`config.mk`:
```
export PLATFORM = sky130hd
export DESIGN_NAME = vga_timing_rx
export DESIGN_NICKNAME = d
export VERILOG_FILES = /design/src/rtl/vga_pkg.sv /design/src/rtl/vga_rx_sync_edge.sv /design/src/rtl/vga_timing_rx.sv
export SDC_FILE = /design/constraint.sdc
export NUM_CORES = 1
export LEC_CHECK = 0
export ABC_CLOCK_PERIOD_IN_PS = 5000
export BUFFER_PORTS_ARGS = -buffer_cell sky130_fd_sc_hd__buf_4
export CAP_MARGIN = 20
export CORE_ASPECT_RATIO = 0.7
export CORE_MARGIN = 5
export CORE_UTILIZATION = 45
export CTS_BUF_LIST = sky130_fd_sc_hd__clkbuf_4
export DETAILED_ROUTE_END_ITERATION = 7
export PLACE_DENSITY = 0.68
export SYNTH_ARGS = -nofsm -noshare
export SYNTH_HDL_FRONTEND = slang
export SYNTH_SLANG_ARGS = --single-unit
```
`constraint.sdc`:
```
create_clock -name clk -period 5 [get_ports clk]
set_input_delay 0.75 -clock clk [delete_from_list [all_inputs] [get_ports clk]]
set_output_delay 0.75 -clock clk [all_outputs]
set_load 0.02 [all_outputs]
```
`src/rtl/vga_pkg.sv`:
```
// rtl/vga_pkg.sv - shared receiver state encoding and default active geometry
package vga_pkg;

  typedef enum logic [1:0] {
    SEARCH = 2'd0,
    TRACK  = 2'd1,
    LOCKED = 2'd2
  } rx_state_t;

  localparam int H_DATA_VALID_DEF = 640;
  localparam int V_DATA_VALID_DEF = 480;

  localparam logic [9:0] CNT_MAX = 10'd1023;

endpackage

```
`src/rtl/vga_rx_sync_edge.sv`:
```
// rtl/vga_rx_sync_edge.sv - two-stage capture of HS/VS/blk/Data with edge detection
module vga_rx_sync_edge (
  input  logic        clk,
  input  logic        rstn,
  input  logic        hs,
  input  logic        vs,
  input  logic        blk,
  input  logic [23:0] data,
  output logic        hs_rise,
  output logic        vs_rise,
  output logic        blk_fall,
  output logic        blk1,
  output logic        blk2,
  output logic [23:0] data2
);

  logic        hs1, hs2, vs1, vs2;
  logic [23:0] data1;

  always_ff @(posedge clk or negedge rstn) begin
    if (!rstn) begin
      hs1   <= 1'b0;
      hs2   <= 1'b0;
      vs1   <= 1'b0;
      vs2   <= 1'b0;
      blk1  <= 1'b0;
      blk2  <= 1'b0;
      data1 <= '0;
      data2 <= '0;
    end else begin
      hs1   <= hs;
      hs2   <= hs1;
      vs1   <= vs;
      vs2   <= vs1;
      blk1  <= blk;
      blk2  <= blk1;
      data1 <= data;
      data2 <= data1;
    end
  end

  // An edge is a disagreement between the two stages
  assign hs_rise  = hs1 & ~hs2;
  assign vs_rise  = vs1 & ~vs2;
  assign blk_fall = blk2 & ~blk1;

endmodule

```
`src/rtl/vga_timing_rx.sv`:
```
// rtl/vga_timing_rx.sv - VGA timing receiver with lock tracking
// Optional line/frame period measurement: VGA_RX_MEASURE_EN
module vga_timing_rx
  import vga_pkg::*;
#(
  parameter int H_Data_Valid = H_DATA_VALID_DEF,
  parameter int V_Data_Valid = V_DATA_VALID_DEF,
  parameter int LOCK_FRAMES  = 2
) (
  input  logic        clk,
  input  logic        rstn,
  input  logic        HS,
  input  logic        VS,
  input  logic        blk,
  input  logic [23:0] Data,
  output logic [23:0] pix_data,
  output logic [9:0]  pix_x,
  output logic [9:0]  pix_y,
  output logic        pix_valid,
  output logic        sof,
  output logic        eol,
  output logic        locked,
  output logic        err,
  output logic [9:0]  h_total,
  output logic [9:0]  v_total
);

  localparam logic [9:0] H_ACT  = 10'(H_Data_Valid);
  localparam logic [9:0] V_ACT  = 10'(V_Data_Valid);
  localparam logic [3:0] LOCK_N = 4'(LOCK_FRAMES);

  logic        hs_rise, vs_rise, blk_fall, blk1, blk2;
  logic [23:0] data2;

  vga_rx_sync_edge u_sync (
    .clk      (clk),
    .rstn     (rstn),
    .hs       (HS),
    .vs       (VS),
    .blk      (blk),
    .data     (Data),
    .hs_rise  (hs_rise),
    .vs_rise  (vs_rise),
    .blk_fall (blk_fall),
    .blk1     (blk1),
    .blk2     (blk2),
    .data2    (data2)
  );

  logic [9:0] x, y, pix_idx;
  rx_state_t  state, state_nxt;
  logic [3:0] good_cnt, good_cnt_nxt;
  logic       line_err, frame_err, err_nxt, tracking;

  // x counts stage-1 samples, so at blk fall it equals the line length and
  // the pixel sitting in stage 2 has index x-1
  assign pix_idx   = x - 10'd1;
  assign line_err  = blk_fall && (x != H_ACT);
  assign frame_err = vs_rise && ((y != V_ACT) || blk1);
  assign tracking  = (state != SEARCH);

  always_ff @(posedge clk or negedge rstn) begin
    if (!rstn) begin
      x <= '0;
      y <= '0;
    end else begin
      if (blk_fall)                 x <= '0;
      else if (blk1 && x != CNT_MAX) x <= x + 10'd1;
      if (vs_rise)                      y <= '0;
      else if (blk_fall && y != CNT_MAX) y <= y + 10'd1;
    end
  end

  always_ff @(posedge clk or negedge rstn) begin
    if (!rstn) begin
      state    <= SEARCH;
      good_cnt <= '0;
    end else begin
      state    <= state_nxt;
      good_cnt <= good_cnt_nxt;
    end
  end

  always_comb begin
    state_nxt    = state;
    good_cnt_nxt = good_cnt;
    err_nxt      = 1'b0;
    case (state)
      SEARCH: begin
        if (vs_rise) begin
          state_nxt    = TRACK;
          good_cnt_nxt = '0;
        end
      end
      TRACK: begin
        if (line_err || frame_err) begin
          err_nxt   = 1'b1;
          state_nxt = SEARCH;
        end else if (vs_rise) begin
          good_cnt_nxt = good_cnt + 4'd1;
          if (good_cnt + 4'd1 == LOCK_N) state_nxt = LOCKED;
        end
      end
      LOCKED: begin
        if (line_err || frame_err) begin
          err_nxt   = 1'b1;
          state_nxt = SEARCH;
        end
      end
      default: state_nxt = SEARCH;
    endcase
  end

  always_ff @(posedge clk or negedge rstn) begin
    if (!rstn) begin
      pix_data  <= '0;
      pix_x     <= '0;
      pix_y     <= '0;
      pix_valid <= 1'b0;
      sof       <= 1'b0;
      eol       <= 1'b0;
      err       <= 1'b0;
      locked    <= 1'b0;
    end else begin
      pix_valid <= blk2 && tracking;
      sof       <= blk2 && tracking && (pix_idx == '0) && (y == '0);
      eol       <= blk_fall && tracking;
      err       <= err_nxt;
      locked    <= (state == LOCKED);
      if (blk2) begin
        pix_data <= data2;
        pix_x    <= pix_idx;
        pix_y    <= y;
      end
    end
  end

`ifdef VGA_RX_MEASURE_EN
  logic [9:0] h_cnt, v_cnt;

  // h_cnt restarts at 1 on the HS edge so it reads the full period at the next one
  always_ff @(posedge clk or negedge rstn) begin
    if (!rstn) begin
      h_cnt   <= '0;
      v_cnt   <= '0;
      h_total <= '0;
      v_total <= '0;
    end else begin
      if (hs_rise) begin
        h_total <= h_cnt;
        h_cnt   <= 10'd1;
      end else if (h_cnt != CNT_MAX) begin
        h_cnt <= h_cnt + 10'd1;
      end
      if (vs_rise) begin
        v_total <= v_cnt;
        v_cnt   <= {9'd0, hs_rise};
      end else if (hs_rise && v_cnt != CNT_MAX) begin
        v_cnt <= v_cnt + 10'd1;
      end
    end
  end
`else
  logic unused_meas;
  assign unused_meas = hs_rise;
  assign h_total     = '0;
  assign v_total     = '0;
`endif

endmodule

```
==> flow_metrics.env <==
export IMPL_outcome="completed"
export IMPL_fp_dieW_um=136
export IMPL_clk_path_buf_depth=2
export IMPL_grt_pass1_vias=3199
export IMPL_routed_wl_um=9450
export IMPL_finalWeightedCongestion=0.827
export IMPL_io_pins=98
export IMPL_post_drt_wl_per_cell_um=14.8
export IMPL_fin_setup_tns_ns=0
export IMPL_maxSlewViolCount=0
export IMPL_finClkSkew_ns=0.0215
export IMPL_cp_end_kind="flip-flop"
export IMPL_ir_worst_vdd_mv=0.289
export IMPL_yosysWarnings=0
export IMPL_required_ns=5.36
export IMPL_hold_class="in2async"
export IMPL_drt_iter0_markers=174
export IMPL_clock_latency_ns=0.52
export IMPL_drcViolationCount=0
export IMPL_clock_fmax_ghz=0.427
export IMPL_grt_setup_unrepaired="no"
export IMPL_synth_ff_type="dfrtp_1"
export IMPL_worstSetupStartpointType="flip-flop"
export IMPL_cts_buffers=17
export IMPL_nNetsFinal=513
export IMPL_ys_ff_latch=127
export IMPL_holdBufCountCts=0
export IMPL_hold_violations=0
export IMPL_power_per_cell_area_nw_per_um2=408
export IMPL_grt_max_degree=54
export IMPL_clk_pin_slew_ns=0.13
export IMPL_viasPerCell=4.88
export IMPL_p_leak_nw=2.78
export IMPL_hpwl_um=6490
export IMPL_cts_sinks=127
export IMPL_io_buffers=76
export IMPL_crit_fanout=11
export IMPL_worst_pin_slew_ns=1.04
export IMPL_grt_usage=0.153
export IMPL_cp_arrival_ns=2.71
export IMPL_fin_crit_sh=0.468
export IMPL_num_rows=32
export IMPL_synth_edf_count=0
export IMPL_power_mw=2.45
export IMPL_yosysSeqAreaShare=0.632
export IMPL_root_buffer="clkbuf_4"
export IMPL_syn_inst=393
export IMPL_antenna_found_initial=0
export IMPL_dr_total_vias=3120
export IMPL_fin_crit_ns=2.34
export IMPL_cts_resized=0
export IMPL_overflow=0
export IMPL_setup_viol=0
export IMPL_layout_common_cells="dfrtp_1 (126), buf_4 (79), mux2_2 (37)"
export IMPL_placedCellCount=607
export IMPL_syn_avg_cell_area_um2=12.8
export IMPL_slew_headroom=0.305
export IMPL_worstSetupPathType="reg2reg"
export IMPL_htreeDepth=4
export IMPL_core_um2=11000
export IMPL_die_h_um=98.5
export IMPL_async_flop_share=1.00
export IMPL_diodes=0
export IMPL_post_cts_buffers=0
export IMPL_layout_commonest_cell="dfrtp_1"
export IMPL_drive_gt1_frac=0.319
export IMPL_maxCapViolations=0
export IMPL_cts_tree="yes"
export IMPL_layout_cells_non_filler=639
export IMPL_dieArea_um2=13400
export IMPL_syn_area_um2=5030
export IMPL_grt_pass1_wl_um=16100
export IMPL_ant_nets=0
export IMPL_initial_utilization=0.458
export IMPL_yosysUniqueCellTypes=48
export IMPL_firstDrtPassIters=4
export IMPL_syn_to_final_growth_pct=19.2
[flip-flops by register name (all words and copies together) (netlist names), 2 cells and up]
signal and flops:
good_cnt 4, pix_data 24, pix_x 10, pix_y 10
state 2, u_sync.data1 24, u_sync.data2 24, x 10
y 10
[worst max-delay path, stage by stage, from the launching register on]
cell	delay (ns)
dfrtp_1	0.52
nor2b_1	0.71
o31ai_2	0.36
nor4_1	0.37
xnor2_1	0.17
nor2_1	0.06
[cells by family (layout without fill, tap and decap cells)]
logic type,count (synthesis),in the layout,share of synthesized area
AO/OA/AOI/OAI,43,43,0.0575
XOR/XNOR,19,19,0.0331
AND/OR/NAND/NOR,104,104,0.107
other,1,20,0.000746
buffers and inverters,48,122,0.0540
adder cells (fa/ha/maj),11,11,0.0274
flip-flops,127,127,0.632
multiplexers,40,40,0.0888
[report_power, final]
group	switching, mW	total, mW	internal, mW
clock	0.407	0.812	0.405
sequential	0.0634	1.18	1.12
combinational	0.259	0.452	0.194
total	0.730	2.45	1.72
[worst paths after layout]
path	startpoint	endpoint	slack, ns	cells past startpoint
worst min register to register	u_sync.data1[23]	u_sync.data2[23]	0.35	0
worst max register to register	u_sync.blk1	y[9]	2.66	5
worst min-delay path	rstn	u_sync.data2[23]	0.17	1
max in group asynchronous	rstn	u_sync.data1[19]	3.84	2
min in group clk	Data[16]	u_sync.data1[16]	0.32	1
worst max-delay path	u_sync.blk1	y[9]	2.66	5
[metrics by stage]
step,hold slack [ns],setup slack (ns),utilization,area [um2]
floorplan,0.331,3.02,-,5100
global placement,0.333,2.72,0.516,5660
detailed placement,0.335,2.69,0.516,5660
CTS,0.149,2.63,0.546,5990
global route,0.177,2.42,0.546,5990
finish,0.168,2.66,0.546,5990
[cell type report]
| cell class | count | area, um2 |
|---|---|---|
| tap | 153 | 191 |
| sequential | 127 | 3180 |
| timing repair buffer | 79 | 593 |
| fill | 963 | 4980 |
| clock buffer | 17 | 128 |
| inverter | 11 | 41.3 |
| clock inverter | 15 | 209 |
| multi-input combinational | 237 | 1650 |
[per-layer routing]
layer	global-route usage	vias to the layer above	wire, um
met4	0.0604	0	112
met2	0.223	92	4350
li1	-	1485	-
met3	0.0556	10	775
met5	0	-	0
met1	0.208	1533	4210
[Yosys cell counts (all sizes together), types with 2 or more instances]
cell	count	area share
nor2b	7	0.0087
nand3	12	0.012
o21ai	13	0.013
ha	11	0.027
xnor2	12	0.021
nor4b	3	0.0052
a21oi	12	0.012
nor4	6	0.0075
and4	2	0.0035
buf	24	0.036
inv	11	0.0082
mux2i	3	0.0060
nor3	3	0.0030
xor2	7	0.012
a22o	2	0.0035
or3	2	0.0025
nand4b	2	0.0035
and3	4	0.0050
clkbuf	13	0.0097
nand2	14	0.011
dfrtp	127	0.63
a31oi	2	0.0025
mux2	37	0.083
and2	2	0.0027
nor2	35	0.026
o31ai	5	0.011
nand4	8	0.010
Power figures use the tool's default switching activity.
